### src/rtl/oam_dma_arbiter_pkg.sv
// Shared definitions for the OAM page-copy DMA arbiter: FSM state
// encodings and the default register / destination bus addresses.
package oam_dma_arbiter_pkg;

    localparam logic [2:0] DMA_IDLE  = 3'd0;
    localparam logic [2:0] DMA_HALT  = 3'd1;
    localparam logic [2:0] DMA_ALIGN = 3'd2;
    localparam logic [2:0] DMA_READ  = 3'd3;
    localparam logic [2:0] DMA_WRITE = 3'd4;

    localparam logic [15:0] DMA_REG_ADDR_DEF = 16'h4014;
    localparam logic [15:0] DMA_DST_ADDR_DEF = 16'h2004;

endpackage

### src/rtl/oam_dma_arbiter.sv
// OAM DMA arbiter: sits between the CPU and memory/IO decode, snoops CPU
// writes to the DMA register, stalls the CPU through its ready input and
// copies one 256-byte page to a fixed destination port, one read/write
// pair per byte, before handing the bus back.
module oam_dma_arbiter
    import oam_dma_arbiter_pkg::*;
#(
    parameter logic [15:0] DMA_REG_ADDR = DMA_REG_ADDR_DEF,
    parameter logic [15:0] DMA_DST_ADDR = DMA_DST_ADDR_DEF,
    parameter bit          ALIGN_EN     = 1'b1
) (
    input  logic        clk,
    input  logic        reset,
    input  logic [15:0] cpu_address,
    input  logic        cpu_write,
    input  logic [7:0]  cpu_data_o,
    output logic        cpu_ready,
    output logic [15:0] mem_address,
    output logic        mem_write,
    output logic [7:0]  mem_data_o,
    input  logic [7:0]  mem_data_i,
    output logic        dma_busy,
    output logic        dma_done
);

    logic [2:0] r_state;
    logic [2:0] w_state_nxt;
    logic       r_parity;
    logic [7:0] r_page;
    logic [7:0] r_idx;
    logic [7:0] r_buf;
    logic       r_cpu_ready;
    logic       r_busy;
    logic       r_done;
    logic       w_trigger;
    logic       w_last;

    assign w_trigger = cpu_write && (cpu_address == DMA_REG_ADDR);
    assign w_last    = (r_idx == 8'hFF);

    assign cpu_ready = r_cpu_ready;
    assign dma_busy  = r_busy;
    assign dma_done  = r_done;

    // Next-state logic; HALT waits for the CPU to reach a read cycle since
    // the 6502 ignores ready while writing.
    always_comb begin
        w_state_nxt = r_state;
        case (r_state)
            DMA_IDLE:  w_state_nxt = w_trigger ? DMA_HALT : DMA_IDLE;
            DMA_HALT: begin
                if (cpu_write)
                    w_state_nxt = DMA_HALT;
                else if (ALIGN_EN && !r_parity)
                    w_state_nxt = DMA_ALIGN;
                else
                    w_state_nxt = DMA_READ;
            end
            DMA_ALIGN: w_state_nxt = DMA_READ;
            DMA_READ:  w_state_nxt = DMA_WRITE;
            DMA_WRITE: w_state_nxt = w_last ? DMA_IDLE : DMA_READ;
            default:   w_state_nxt = DMA_IDLE;
        endcase
    end

    // State register plus the outputs registered from the upcoming state.
    always_ff @(posedge clk or negedge reset) begin
        if (!reset) begin
            r_state     <= DMA_IDLE;
            r_cpu_ready <= 1'b1;
            r_busy      <= 1'b0;
            r_done      <= 1'b0;
        end else begin
            r_state     <= w_state_nxt;
            r_cpu_ready <= (w_state_nxt == DMA_IDLE);
            r_busy      <= (w_state_nxt != DMA_IDLE);
            r_done      <= (r_state == DMA_WRITE) && w_last;
        end
    end

    // Free-running cycle parity; the first cycle after reset release is even.
    always_ff @(posedge clk or negedge reset) begin
        if (!reset)
            r_parity <= 1'b0;
        else
            r_parity <= ~r_parity;
    end

    // Page capture (last write wins while halting), byte index and data buffer.
    always_ff @(posedge clk or negedge reset) begin
        if (!reset) begin
            r_page <= 8'h00;
            r_idx  <= 8'h00;
            r_buf  <= 8'h00;
        end else begin
            if (((r_state == DMA_IDLE) || (r_state == DMA_HALT)) && w_trigger)
                r_page <= cpu_data_o;
            if ((r_state == DMA_IDLE) && w_trigger)
                r_idx <= 8'h00;
            else if ((r_state == DMA_WRITE) && !w_last)
                r_idx <= r_idx + 8'h01;
            if (r_state == DMA_READ)
                r_buf <= mem_data_i;
        end
    end

    // Bus mux: the CPU owns the bus in IDLE and HALT, the DMA engine otherwise.
    // The read index never carries into the page byte.
    always_comb begin
        mem_address = cpu_address;
        mem_write   = cpu_write;
        mem_data_o  = cpu_data_o;
        case (r_state)
            DMA_ALIGN, DMA_READ: begin
                mem_address = {r_page, r_idx};
                mem_write   = 1'b0;
                mem_data_o  = r_buf;
            end
            DMA_WRITE: begin
                mem_address = DMA_DST_ADDR;
                mem_write   = 1'b1;
                mem_data_o  = r_buf;
            end
            default: begin
                mem_address = cpu_address;
                mem_write   = cpu_write;
                mem_data_o  = cpu_data_o;
            end
        endcase
    end

endmodule
### config.mk
export PLATFORM = sky130hd
export DESIGN_NAME = oam_dma_arbiter
export DESIGN_NICKNAME = d
export VERILOG_FILES = /design/src/rtl/oam_dma_arbiter_pkg.sv /design/src/rtl/oam_dma_arbiter.sv
export SDC_FILE = /design/constraint.sdc
export NUM_CORES = 1
export LEC_CHECK = 0
export ABC_AREA = 1
export CELL_PAD_IN_SITES_DETAIL_PLACEMENT = 2
export CELL_PAD_IN_SITES_GLOBAL_PLACEMENT = 2
export CORE_ASPECT_RATIO = 1.5
export CORE_UTILIZATION = 22
export DETAILED_ROUTE_END_ITERATION = 7
export MAX_ROUTING_LAYER = met4
export PLACE_DENSITY_LB_ADDON = 0.2
export SLEW_MARGIN = 40
export SYNTH_ARGS = -nofsm -noshare
export SYNTH_HDL_FRONTEND = slang
export SYNTH_SLANG_ARGS = --single-unit
### constraint.sdc
create_clock -name clk -period 1.5 [get_ports clk]
set_clock_uncertainty 0.1 [all_clocks]
set_input_delay 0.375 -clock clk [delete_from_list [all_inputs] [get_ports clk]]
set_output_delay 0.375 -clock clk [all_outputs]
set_load 0.02 [all_outputs]
# Word-level counts from Yosys, hierarchy flattened
# Cells that the tools add are included.
[op_classes]
add_sub_neg = 1
n_eq_ne = 6
muxes = 10
bitwise_logic = 1
n_reduce_logical = 13
[op_table]
columns = ["cell", "n"]
rows = [
  ["$pmux W16 S2", 1],
  ["$mux W8", 3],
  ["$eq A16 B15 Y1 const B", 1],
  ["$pmux W3 S5", 1],
  ["$add A8 B1 Y8 const B", 1],
  ["$eq A8 B8 Y1 const B", 1],
  ["$eq A3 B2 Y1 const B", 2],
  ["$logic_not A3 Y1", 2],
  ["$logic_and A1 B1 Y1", 5],
  ["$mux W2", 2],
  ["$eq A3 B1 Y1 const B", 1],
  ["$eq A3 B3 Y1 const B", 1],
  ["$reduce_bool A3 Y1", 1],
  ["$reduce_or A3 Y1", 1],
  ["$mux W1", 2],
  ["$pmux W1 S2", 1],
  ["$reduce_bool A2 Y1", 1],
  ["$reduce_or A2 Y1", 1],
  ["$logic_not A1 Y1", 1],
  ["$logic_or A1 B1 Y1", 1],
  ["$not A1 Y1", 1],
]
[totals]
register_bits = 31
in_bits = 35
wordCells = 39

# Logic depth before layout (Yosys ltp)
# Gate-level depths: netlist (run 1).
[depth]
word_depth = 5
ltp_mapped = 10
mapped_depth_nobuf = 10

# Worst setup path before layout (run 1)
# No wires, ideal clock.
[synth_timing]
path_kind = "reg2out"
from = "reg r_state[1]"
to = "out mem_address[4]"
arrival_time_ns = 1.209
path_slack_ns = -0.184
stages_incl_launch_ff = 7
path_buffers = 1
cell_sequence = "dfrtp_1 -> inv_2 -> nor2_4 -> inv_4 -> nand2_4 -> buf_2 -> o22ai_1"
[synth_between]
elab_chain_len = 3
[synth_lines]
columns = ["item", "line", "text"]
rows = [
  ["from (decl)", "oam_dma_arbiter.sv:26", "logic [2:0] r_state;"],
  ["from (signal assigned)", "oam_dma_arbiter.sv:74", "r_state <= w_state_nxt;"],
  ["$eq A3 B2 Y1", "oam_dma_arbiter.sv:113", "case (r_state)"],
  ["$reduce_or A2 Y1", "oam_dma_arbiter.sv:113", ""],
  ["$pmux W16 S2 *", "oam_dma_arbiter.sv:113", ""],
  ["to (decl)", "oam_dma_arbiter.sv:18", "output logic [15:0] mem_address,"],
]
# Mark *: on every way between the ends. The rest lies on a longest branch, timed or not.

# Final worst setup path (run 1)
[layout_timing]
from = "reg r_state[2]"
to = "out mem_data_o[0]"
[layout_between]
elab_chain_len = 3
[layout_lines]
columns = ["item", "line", "text"]
rows = [
  ["$eq A3 B3 Y1 / $eq A3 B2 Y1 (equally long branches)", "oam_dma_arbiter.sv:113", ""],
  ["$reduce_or A3 Y1 (no source line) *", "n/a", ""],
  ["$mux W8 *", "oam_dma_arbiter.sv:113", ""],
  ["to (decl)", "oam_dma_arbiter.sv:20", "output logic [7:0] mem_data_o,"],
]
# Marks and branches as above.

==> flow_summary.ini, run 1 <==
[timing]
fin_crit_ns = 2.01
worst_pin_slew_ns = 0.236
slew_violations = 0
fin_ws_ns = -0.515
holdWs_ns = 0.343
finalHoldViolCount = 0
relSlewSlack_pct = 84.2
fmax_mhz = 496
rsz0062_at_grt = yes
period_share_pct = 134
setup_viol = 31

[worst_setup_path]
criticalPathCategory = reg -> out
cp-start-kind = register
slowest_stage = dfrtp_2
worst-endpoint-required_ns = 1.02
cp.arrival_ns = 1.54
slowest_delay_ns = 0.45
end_kind = primary output
critPathMaxFanout = 6
path_cells = nor2_4 > inv_4 > nand2_8 > buf_6 > inv_6 > nand2_2 > nand2_2 > buf_6

[yosys]
syn_inst = 251
ys_warn_count = 0
ys_ff_latch = 31
synth_nets = 287
yosysSeqAreaShare_pct = 42.3
syn_avg_cell_area_um2 = 7.31
synth_cell_types = 31
synth_area_um2 = 1840

[finish]
fill_cells = 907
finalNetCount = 423
syn_to_final_growth_pct = 104
layout_common_cells = 69 x nand2_1, 59 x buf_4, 30 x buf_6
layout-drive-gt1-share_pct = 51.3
post-route-util_pct = 46.5
diodes = 0
regArea_um2 = 778
multi_input_area_um2 = 1250
final_common_cell = nand2_1

[power]
internal-power_w = 0.00182
swShare_pct = 22.2
clkPwrFrac_pct = 51.9
ir_worst_vdd_v = 0.000498
pwr-share-comb_pct = 11.5
pwr-share-seq_pct = 36.7
switching_power_w = 0.000521
leakagePower_nw = 1.92
powerDensity_nw_per_um2 = 625

[outcome]
failed_checks = negative setup slack
status = finished, violations left

[floorplan]
die_w_um = 76.6
io_pins = 63
rows = 40
die_area_um2 = 8720
core_um2 = 8060
start_util_pct = 22.8
die_h_um = 114

[grt]
grt_overflow_total = 0
use_met2_pct = 42.3
grt_max_degree = 32
use_met3_pct = 2.72
grt_usage_pct = 21.1
grt_pass1_vias = 2539
grt_pass1_wl_mm = 13.3
antenna_found_initial = 0
grt.busiest_layer = met2
use_met1_pct = 19.4

[placed_design]
dpl.hpwl_mm = 5.42
port-buffer-count = 62
gp_congestion = 0.829

[detailed_routing]
drc = 0
drtAntennaViolNets = 0
wl_per_cell_um = 19.9
viasPerCell = 4.58
wl_mm = 9.80
dr_total_vias = 2258
drtIter0Drc = 49
first_pass_iters = 4

[hold_path]
min_path_type = reg -> reg

[clock_tree]
clk_pin_slew_ns = 0.05
cts_sinks = 31
ctsRootBufferMaster = clkbuf_16
cts_tree = yes
clk_latency_ns = 0.28
cts.htree.levels = 2
hold_buffers = 0
cts_buffers = 5
clk_path_buf_depth = 2

[run]
maxCapViolCount = 0
-- cells in the mapped netlist --
| cell | count | area, um2 |
|---|---|---|
| nand3_1 | 9 | 45.0 |
| clkinv_1 | 1 | 3.75 |
| a22o_1 | 5 | 43.8 |
| nor3_1 | 3 | 15.0 |
| nand4_1 | 8 | 50.1 |
| o21ai_0 | 8 | 40.0 |
| nor2_1 | 28 | 105 |
| o21ai_1 | 2 | 10.0 |
| a21oi_1 | 2 | 10.0 |
| nand3_2 | 1 | 10.0 |
| inv_4 | 4 | 25.0 |
| nand4_2 | 1 | 12.5 |
| dfrtp_1 | 30 | 751 |
| inv_2 | 6 | 22.5 |
| o22ai_1 | 1 | 6.26 |
| ha_1 | 1 | 12.5 |
| nor2_4 | 2 | 22.5 |
| nor3_4 | 1 | 16.3 |
| nand3_4 | 1 | 17.5 |
| xor2_1 | 1 | 8.76 |
| buf_2 | 2 | 10.0 |
| nor2_2 | 3 | 18.8 |
| o21ai_2 | 1 | 8.76 |
| nand2_8 | 1 | 20.0 |
| nand2_2 | 4 | 25.0 |
| nand3b_1 | 1 | 7.51 |
| dfstp_2 | 1 | 26.3 |
| nand2_1 | 101 | 379 |
| nand2_4 | 2 | 22.5 |
| buf_6 | 2 | 22.5 |
| inv_1 | 18 | 67.6 |
-- logic make-up after synthesis --
| kind of cell | Yosys count | share of synthesized area [%] |
|---|---|---|
| xor+xnor | 1 | 0.477 |
| compound gates | 19 | 6.48 |
| flops | 31 | 42.3 |
| fa+ha+maj | 1 | 0.682 |
| buf+inv | 33 | 8.25 |
| simple gates | 166 | 41.8 |
-- state kept, by name, summed over array words and instances, names as in the netlist --
signal,cells
dma_busy,1
r_state,3
dma_done,1
r_idx,8
r_page,8
r_parity,1
r_buf,8
cpu_ready,1
-- metal layers --
metal	vias to the layer above	part of all wire, %
li1	1063	-
met4	0	3.0
met5	-	0
met3	14	1.9
met1	1126	35
met2	55	60
-- power by group through the flow --
stage / registers, W / logic, W / clock network, W
after global routing: 0.000859 / 0.000288 / 0.00127
after floorplan: 0.000867 / 0.0000510 / 0
after CTS: 0.000857 / 0.000255 / 0.00123
after global placement: 0.000868 / 0.000237 / 0
after detailed placement: 0.000868 / 0.000239 / 0
final: 0.000858 / 0.000269 / 0.00121
-- stage by stage --
stage	TNS [ns]	instances	power, W	instance area, um2	setup slack, ns
floorplan	-1.30	251	0.000918	1900	-0.0743
global placement	-22.94	470	0.00110	3070	-0.704
detailed placement	-23.75	470	0.00111	3070	-0.709
CTS	-10.98	487	0.00234	3520	-0.457
global route	-14.03	493	0.00242	3750	-0.557
finish	-11.89	493	0.00234	3750	-0.515
-- path summary, 6_finish.rpt --
kind                                 start             to  slack (ns)  cells after the start
worst max-delay path            r_state[2]  mem_data_o[0]       -0.51                      8
worst min-delay path              r_parity       r_parity        0.34                      1
worst max register to register    r_idx[5]       r_idx[7]       -0.06                      9
worst min register to register    r_parity       r_parity        0.34                      1
max in group asynchronous            reset      cpu_ready        0.66                      2
min in group asynchronous            reset       r_idx[5]        0.37                      2
-- critical path: cells and delay by family (launching register included) --
kind | cells | cell delay [ns]
flip-flops | 1 | 0.45
AND/OR/NAND/NOR | 4 | 0.43
buffers and inverters | 4 | 0.38
-- area by class of cell --
type / count / area share (%)
clock inverter: 2 / 0.935
timing repair inverter: 2 / 0.534
tap: 105 / 3.51
clock buffer: 6 / 3.71
inverter: 29 / 3.71
timing repair buffer: 131 / 33.4
sequential: 31 / 20.8
multi-input combinational: 187 / 33.5
-- repair_timing --
action	CTS	global route
gates cloned	3	0
resized for setup	220	50
endpoints found under the hold margin	0	0
setup endpoints to repair	47	52
pin swaps	20	19
setup buffers	6	7
Power figures use the tool's default switching activity.
==> run 2, diff against run 1 <==
--- a/config.mk
+++ b/config.mk
@@ -13,6 +13,7 @@
 export DETAILED_ROUTE_END_ITERATION = 7
 export MAX_ROUTING_LAYER = met4
 export PLACE_DENSITY_LB_ADDON = 0.2
+export REMOVE_ABC_BUFFERS = 1
 export SLEW_MARGIN = 40
 export SYNTH_ARGS = -nofsm -noshare
 export SYNTH_HDL_FRONTEND = slang
==> constraint.sdc (replaced) <==
create_clock -name clk -period 1.5 [get_ports clk]
set_clock_uncertainty 0.1 [all_clocks]
set_input_delay 0.225 -clock clk [delete_from_list [all_inputs] [get_ports clk]]
set_output_delay 0.225 -clock clk [all_outputs]
set_load 0.02 [all_outputs]
==> run 2 against run 1 <==
Net effect:
- the run still ends with negative setup slack left
- setup slack gained 0.14 ns
- critical endpoint is now mem_address[11]
- core utilization shrank 4.1 points
- fmax increased by 7.4%
- clock-buffer cell count grew 1
- critical path depth is 1 lower
- combinational power decreased by 11%
- routed wire length decreased by 21%
==> flow_summary.ini, run 2 (same netlist as run 1, synthesis figures left out) <==
[floorplan]
rows = 40
die_area_um2 = 8720
start_util_pct = 22.8
die_h_um = 114
core_um2 = 8060
die_w_um = 76.6
io_pins = 63

[power]
ir_worst_vdd_v = 0.000598
switching_power_w = 0.000475
leakagePower_nw = 1.77
internal-power_w = 0.00160
clkPwrFrac_pct = 47.2
swShare_pct = 22.9
pwr-share-seq_pct = 41.2
powerDensity_nw_per_um2 = 608
pwr-share-comb_pct = 11.6

[grt]
grt_overflow_total = 0
grt_usage_pct = 19.1
grt_pass1_wl_mm = 12.1
antenna_found_initial = 0
grt_pass1_vias = 2455
grt_max_degree = 18

[finish]
reg_top3 = r_buf: 8 flops, r_idx: 8 flops, r_page: 8 flops
layout-drive-gt1-share_pct = 39.3
diodes = 0
fill_cells = 924
final_common_cell = nand2_1
instances_no_fill = 482
layout_common_cells = 92 x nand2_1, 55 x buf_4, 29 x dfrtp_1
finalNetCount = 412
syn_to_final_growth_pct = 86.0

[timing]
setup_viol = 34
rsz0062_at_grt = yes
worst_pin_slew_ns = 0.338
slew_violations = 0
fin_crit_ns = 1.88
fmax_mhz = 533
holdWs_ns = 0.196
relSlewSlack_pct = 77.4
fin_ws_ns = -0.376
finalHoldViolCount = 0
period_share_pct = 125

[detailed_routing]
wl_per_cell_um = 16.0
first_pass_iters = 2
drtIter0Drc = 56
wl_mm = 7.70
drc = 0
viasPerCell = 4.46
drtAntennaViolNets = 0
dr_total_vias = 2151

[worst_setup_path]
path_cells = nor2_4 > inv_4 > nand2_8 > inv_8 > buf_12 > a22o_1 > buf_6
slowest_stage = dfrtp_2
r2r_setup_slack_ns = -0.08
cp.arrival_ns = 1.55
worst-endpoint-required_ns = 1.17
cp-start-kind = register
critPathMaxFanout = 7
crit_family = flip-flops
worstReg2RegStart = r_state[2]
reg2reg_depth = 11
worst-path-buf-inv = 4
slowest_delay_ns = 0.44
criticalPathCategory = reg -> out
r2r-end = r_idx[1]
end_kind = primary output

[clock_tree]
hold_buffers = 0
clk_latency_ns = 0.28
cts.htree.levels = 2
cts_sinks = 31
cts_tree = yes
clk_pin_slew_ns = 0.05
cts_buffers = 5
ctsRootBufferMaster = clkbuf_16
clk_path_buf_depth = 2

[run]
maxCapViolCount = 0

[placed_design]
dp.cells = 463
port-buffer-count = 62
gp_congestion = 0.804
dpl.hpwl_mm = 5.66

[outcome]
failed_checks = negative setup slack
status = finished, violations left

[hold_path]
min_path_type = in -> async
## run 2: worst max path at each step
stage,start,end,depth (start not counted)
floorplan,r_state[2],mem_address[0],3
global placement,r_state[2],mem_data_o[7],7
detailed placement,r_state[2],mem_address[11],7
CTS,r_state[2],mem_address[11],7
global route,r_state[2],mem_address[12],7
finish,r_state[2],mem_address[11],7
## run 2: cell type report
type	count	area, um2	share of cell area [%]
Clock buffer	7	133	3.89
Multi-Input combinational cell	187	1080	31.6
Timing Repair Buffer	122	1160	34.1
Inverter	29	124	3.63
Clock inverter	1	5.00	0.147
Sequential cell	31	778	22.8
Tap cell	105	131	3.85
## run 2: power by group through the flow
stage / Combinational, W / Clock (W) / Sequential [W]
floorplan: 0.0000453 / 0 / 0.000867
global placement: 0.000221 / 0 / 0.000868
detailed placement: 0.000225 / 0 / 0.000869
CTS: 0.000237 / 0.00101 / 0.000854
global route: 0.000261 / 0.00104 / 0.000855
finish: 0.000240 / 0.000979 / 0.000855
## run 2: repair_timing
action | 4_1_cts | 5_1_grt
pin swaps | 10 | 12
cloned | 0 | 1
setup buffers | 8 | 2
setup endpoints to repair | 48 | 45
resized for setup | 181 | 31
## run 2: routing by layer
layer / up-vias / track usage (%) / wire, um
met3: 11 / 2.72 / 168
li1: 1036 / - / -
met5: - / - / 0
met4: 0 / 7.82 / 177
met1: 1061 / 17.4 / 2830
met2: 43 / 38.6 / 4520
## run 2: worst reg2reg max path: cells and delay by family (launching register included)
family | cells | cell delay, ns
buf+inv | 6 | 0.58
flops | 1 | 0.44
simple gates | 5 | 0.35
## run 2: metrics by stage
step           area (um2)  setup TNS [ns]  setup WS [ns]  utilization (%)  total power [W]
2_1_floorplan        1800           -1.58         -0.126                -         0.000912
3_3_place_gp         2960          -15.38         -0.426             36.7          0.00109
3_5_place_dp         2960          -17.01         -0.489             36.7          0.00109
4_1_cts              3250           -6.99         -0.359             40.4          0.00210
5_1_grt              3410          -10.16         -0.413             42.4          0.00216
6_report             3410           -8.22         -0.376             42.4          0.00207
==> run 3, diff against run 2 <==
--- a/config.mk
+++ b/config.mk
@@ -8,7 +8,6 @@
 export ABC_AREA = 1
 export CELL_PAD_IN_SITES_DETAIL_PLACEMENT = 2
 export CELL_PAD_IN_SITES_GLOBAL_PLACEMENT = 2
-export CORE_ASPECT_RATIO = 1.5
 export CORE_UTILIZATION = 22
 export DETAILED_ROUTE_END_ITERATION = 7
 export MAX_ROUTING_LAYER = met4
==> run 3 against run 2 <==
Net effect:
- flip-flop and latch count did not move
- setup slack gained 0.067 ns
- register-to-register slack better by 0.06 ns
- the run still ends with negative setup slack left
- clock-buffer cell count unchanged
- final cell count fell by 2.5%
- critical path type unchanged
- first-iteration DRC count down 41%
- worst hold slack got worse by 0.0055 ns
- fmax grew 3.7%
- critical path depth did not move
==> flow_summary.ini, run 3 (same netlist as run 1, synthesis figures left out) <==
[outcome]
status = finished, violations left
failed_checks = negative setup slack

[finish]
diodes = 0
post-route-util_pct = 41.6
layout_common_cells = 85 x nand2_1, 45 x buf_4, 34 x clkdlybuf4s50_1
layout-drive-gt1-share_pct = 40.5
syn_to_final_growth_pct = 78.7
final_common_cell = nand2_1
reg_top3 = r_buf: 8 flops, r_idx: 8 flops, r_page: 8 flops
finalNetCount = 403
fill_cells = 894

[detailed_routing]
wl_per_cell_um = 15.6
viasPerCell = 4.45
drc = 0
first_pass_iters = 4
drtAntennaViolNets = 0
dr_total_vias = 2092
drtIter0Drc = 33
wl_mm = 7.35

[floorplan]
die_h_um = 93.3
die_area_um2 = 8710
start_util_pct = 23.3
die_w_um = 93.3
io_pins = 63
rows = 32
core_um2 = 7890

[worst_setup_path]
path_cells = inv_2 > nor2_4 > inv_4 > buf_4 > a21oi_2 > o21ai_0 > buf_2
cp-start-kind = register
slowest_delay_ns = 0.37
critPathMaxFanout = 5
worst-path-buf-inv = 4
end_kind = primary output
criticalPathCategory = reg -> out
crit_family = buffers and inverters
slowest_stage = dfrtp_1
worst-endpoint-required_ns = 1.17
cp.arrival_ns = 1.48

[clock_tree]
cts_tree = yes
ctsRootBufferMaster = clkbuf_8
clk_path_buf_depth = 2
cts.htree.levels = 2
clk_latency_ns = 0.29
hold_buffers = 0
cts_buffers = 5
clk_pin_slew_ns = 0.07
cts_sinks = 31

[grt]
grt_pass1_wl_mm = 11.4
antenna_found_initial = 0
grt_usage_pct = 17.8
grt_pass1_vias = 2271
grt_overflow_total = 0
grt_max_degree = 32

[power]
powerDensity_nw_per_um2 = 537
ir_worst_vdd_v = 0.000282
leakagePower_nw = 1.64

[run]
maxCapViolCount = 0

[timing]
relSlewSlack_pct = 75.4
fin_ws_ns = -0.309
fmax_mhz = 553
period_share_pct = 121
rsz0062_at_grt = yes
fin_crit_ns = 1.81
setup_viol = 33
finalHoldViolCount = 0
worst_pin_slew_ns = 0.369
holdWs_ns = 0.190
slew_violations = 0

[hold_path]
min_path_type = in -> async

[placed_design]
gp_congestion = 0.799
dpl.hpwl_mm = 5.25
port-buffer-count = 62
## run 3: cell count changes in the layout (fill, tap and decap cells not counted), sizes merged
cell	before	now
buf	84	75
dlymetal6s2s	7	0
clkbuf	8	7
inv	28	29
clkdlybuf4s50	27	34
## run 3: layout make-up
cell class | instances | area, um2 | share of cell area [%]
timing repair buffer | 112 | 1030 | 31.4
tap | 102 | 128 | 3.89
clock buffer | 7 | 76.3 | 2.33
inverter | 29 | 131 | 4.01
sequential | 31 | 778 | 23.7
clock inverter | 1 | 5.00 | 0.153
multi-input combinational | 187 | 1130 | 34.3
timing repair inverter | 1 | 6.26 | 0.191
## run 3: repair_timing
item | CTS | global route
setup buffers | 6 | 6
setup endpoints to repair | 55 | 52
resized for setup | 184 | 34
cloned | 1 | 0
endpoints found under the hold margin | 0 | 0
pin swaps | 9 | 14
## run 3: power breakdown
part	switching (W)	internal, W	total [W]
clock network	0.000335	0.000326	0.000661
logic	0.000105	0.000140	0.000245
registers	0.00000771	0.000847	0.000854
total	0.000448	0.00131	0.00176
## run 3: metrics by stage
stage,setup TNS (ns),instance area (um2),total power (W),instances,worst slack (ns)
final,-6.69,3280,0.00176,470,-0.309
after CTS,-6.30,3130,0.00178,467,-0.296
after detailed placement,-17.23,2880,0.00110,452,-0.508
after global routing,-9.04,3280,0.00185,470,-0.375
after global placement,-16.34,2880,0.00109,452,-0.567
after floorplan,-1.58,1800,0.000912,247,-0.126
## run 3: path summary, 6_finish.rpt
path | from | end | slack, ns | cells past startpoint
setup reg to reg | r_state[1] | r_buf[5] | -0.02 | 8
max in group asynchronous | reset | cpu_ready | 0.86 | 2
min in group clk | r_parity | r_parity | 0.33 | 1
hold reg to reg | r_parity | r_parity | 0.33 | 1
setup / recovery | r_state[1] | mem_address[2] | -0.31 | 7
hold / removal | reset | r_idx[2] | 0.19 | 2
## run 3: metal layers
metal	vias up	track usage [%]	part of all wire, %
li1	1023	-	-
met1	1028	21.7	44
met2	37	30.7	53
met3	4	2.44	2.9
met4	0	5.00	0.80
met5	-	-	0
==> RTL change, RTL diff (flow settings as in run 2) <==
`ALIGN_EN`: 1'b1 -> 1'b0.
--- a/src/rtl/oam_dma_arbiter.sv
+++ b/src/rtl/oam_dma_arbiter.sv
@@ -7,7 +7,7 @@
 #(
     parameter logic [15:0] DMA_REG_ADDR = DMA_REG_ADDR_DEF,
     parameter logic [15:0] DMA_DST_ADDR = DMA_DST_ADDR_DEF,
-    parameter bit          ALIGN_EN     = 1'b1
+    parameter bit          ALIGN_EN     = 1'b0
 ) (
     input  logic        clk,
     input  logic        reset,
Check against the original RTL: not equivalent (Yosys sat finds a counterexample within 10 cycles, from zero or initial values and one cycle with reset low).
==> RTL change against run 2 <==
  * The run still ends with setup timing left
  * Sequential share of layout area down 2.6 points
  * Critical path type unchanged
  * Maximum frequency is 2.9% lower
  * Routed wire length increased by 18%
  * Setup slack got worse by 0.057 ns
  * Cell count is 5.2% higher
  * Sequential cell count shrank 1
  * Power grew 4.9%
  * First-iteration DRC count is 7.1% higher
  * Synthesized cell count is 2.0% higher
  * Die area is 3.4% higher
  * Cell area rose by 9.2%
  * Synthesized area increased by 3.5%
  * Non-clock buffer count rose by 18
==> RTL change: results (changes against run 2) <==
----------------------------------------------------
[Layout]
  Clock buf count ... 6 (was 7)
  Share of post-route cells with drive strength above 1 ... 52.8% (was 39.3%)
  Multi-input gates ... 180 (was 187)
  Non-clock buffer total of the final layout ... 140 (was 122)
  Non-clk buf share ... 34.8% (was 34.1%)
  Share of the final layout cell area in multi-input gates ... 32.4% (was 31.6%)

[Run status]
  Failing checks ... setup timing (unchanged)
  Run status ... complete, but fails checks (unchanged)

[Routing]
  Initial DRC count ... 60 (was 56)
  Routed length per instance ... 18.0 um (was 16.0 um)
  Final routed wirelength across all metal layers ... 9.11 mm (was 7.70 mm)
  Detailed-router iteration count before antenna repair ... 4 (was 2)

[Global route]
  Met1 global-route usage ... 20.5% (was 17.4%)
  Met3 capacity usage during global routing ... 2.44% (was 2.72%)
  Via count of the first global-routing pass ... 2,595 (was 2,455)
  Maximum number of pins on one net before global-route repair ... 31 (was 18)

[Synthesis]
  Cells taking the most area after synthesis ... dfrtp_1 38%, nand2_1 17%, inv_1 6.5% (was dfrtp_1 41%, nand2_1 21%, nor2_1 5.7%)
  Number of different library cells in the post-synthesis netlist ... 24 (was 31)
  Sequential element share of the synthesized area ... 39.6% (was 42.3%)
  Cell types with the highest counts after synthesis ... 85 x nand2_1, 33 x inv_1, 29 x dfrtp_1, 23 x nor2_1, 14 x o21ai_1 (was 101 x nand2_1, 30 x dfrtp_1, 28 x nor2_1, 18 x inv_1, 9 x nand3_1)

[Placed design]
  Final weighted congestion of routability-driven global placement ... 0.791 (was 0.804)
  Worst setup slack before clock tree synthesis ... -0.643 ns (was -0.489 ns)
  Dpl cell area ... 0.00303 mm2 (was 0.00296 mm2)
  HPWL after detailed placement ... 5.81 mm (was 5.66 mm)

[Timing]
  Setup TNS ... -14.42 ns (was -8.22 ns)
  Final setup margin ... -0.433 ns (was -0.376 ns)
  Pin slew with the least headroom to its limit ... 0.252 ns (was 0.338 ns)
  Hold slack ... 0.217 ns (was 0.196 ns)
  Final Setup Violations ... 53 (was 34)

[Pwr]
  Total net switching power ... 532 uW (was 475 uW)
  Maximum vdd ir drop ... 371 uV (was 598 uV)

[CTS]
  Total number of clock tree sinks ... 30 (was 31)

----------------------------------------------------
RTL change: cell types whose count changed after synthesis, moves of 3 or more:
cell | before | now
inv_1 | 18 | 33
nand2_1 | 101 | 85
buf_6 | 2 | 6
o21ai_0 | 8 | 0
o21ai_2 | 1 | 12
nand4_1 | 8 | 5
a22o_1 | 5 | 2
o21ai_1 | 2 | 14
nand3_1 | 9 | 12
o22ai_2 | 0 | 4
nor2_1 | 28 | 23
RTL change: path summary, 6_finish.rpt:
kind                       cells after the start        from             end
max                                            7  r_state[2]  mem_address[9]
min                                            2       reset        dma_done
max reg2reg                                    9  r_state[2]       r_page[4]
min reg2reg                                    2    r_buf[1]        r_buf[1]
max in group asynchronous                      2       reset       cpu_ready
min in group clk                               2    r_buf[1]        r_buf[1]
RTL change: kinds of logic after synthesis:
group,synth area share [%]
fa+ha+maj,0.659
compound gates,13.7
simple gates,34.1
buf+inv,11.9
flops,39.6
RTL change: power by group through the flow:
stage	combinational, uW	clock, uW	sequential (uW)
4_1_cts	286	1080	828
6_report	303	1040	830
5_1_grt	327	1110	830
2_1_floorplan	65.6	0	840
3_5_place_dp	274	0	841
3_3_place_gp	270	0	841
RTL change: critical path, stage by stage (launching register included):
cell      delay (ns)
dfrtp_2         0.45
nand3_4         0.11
inv_4           0.04
nor2_4          0.14
clkinv_4        0.12
buf_8           0.16
o21ai_4         0.15
buf_6           0.14
RTL change: routing by layer:
layer  wire length [um]  part of all wire, %
met1               3240                   36
met2               5310                   58
met3                217                  2.4
met4                348                  3.8
met5                  0                    0
RTL change: timing repair:
item | in CTS | in global routing
resized for setup | 214 | 43
gates cloned | 1 | 1
setup buffers | 14 | 12
endpoints found under the setup margin | 49 | 53
endpoints found under the hold margin | 0 | 0
pin swaps | 16 | 20
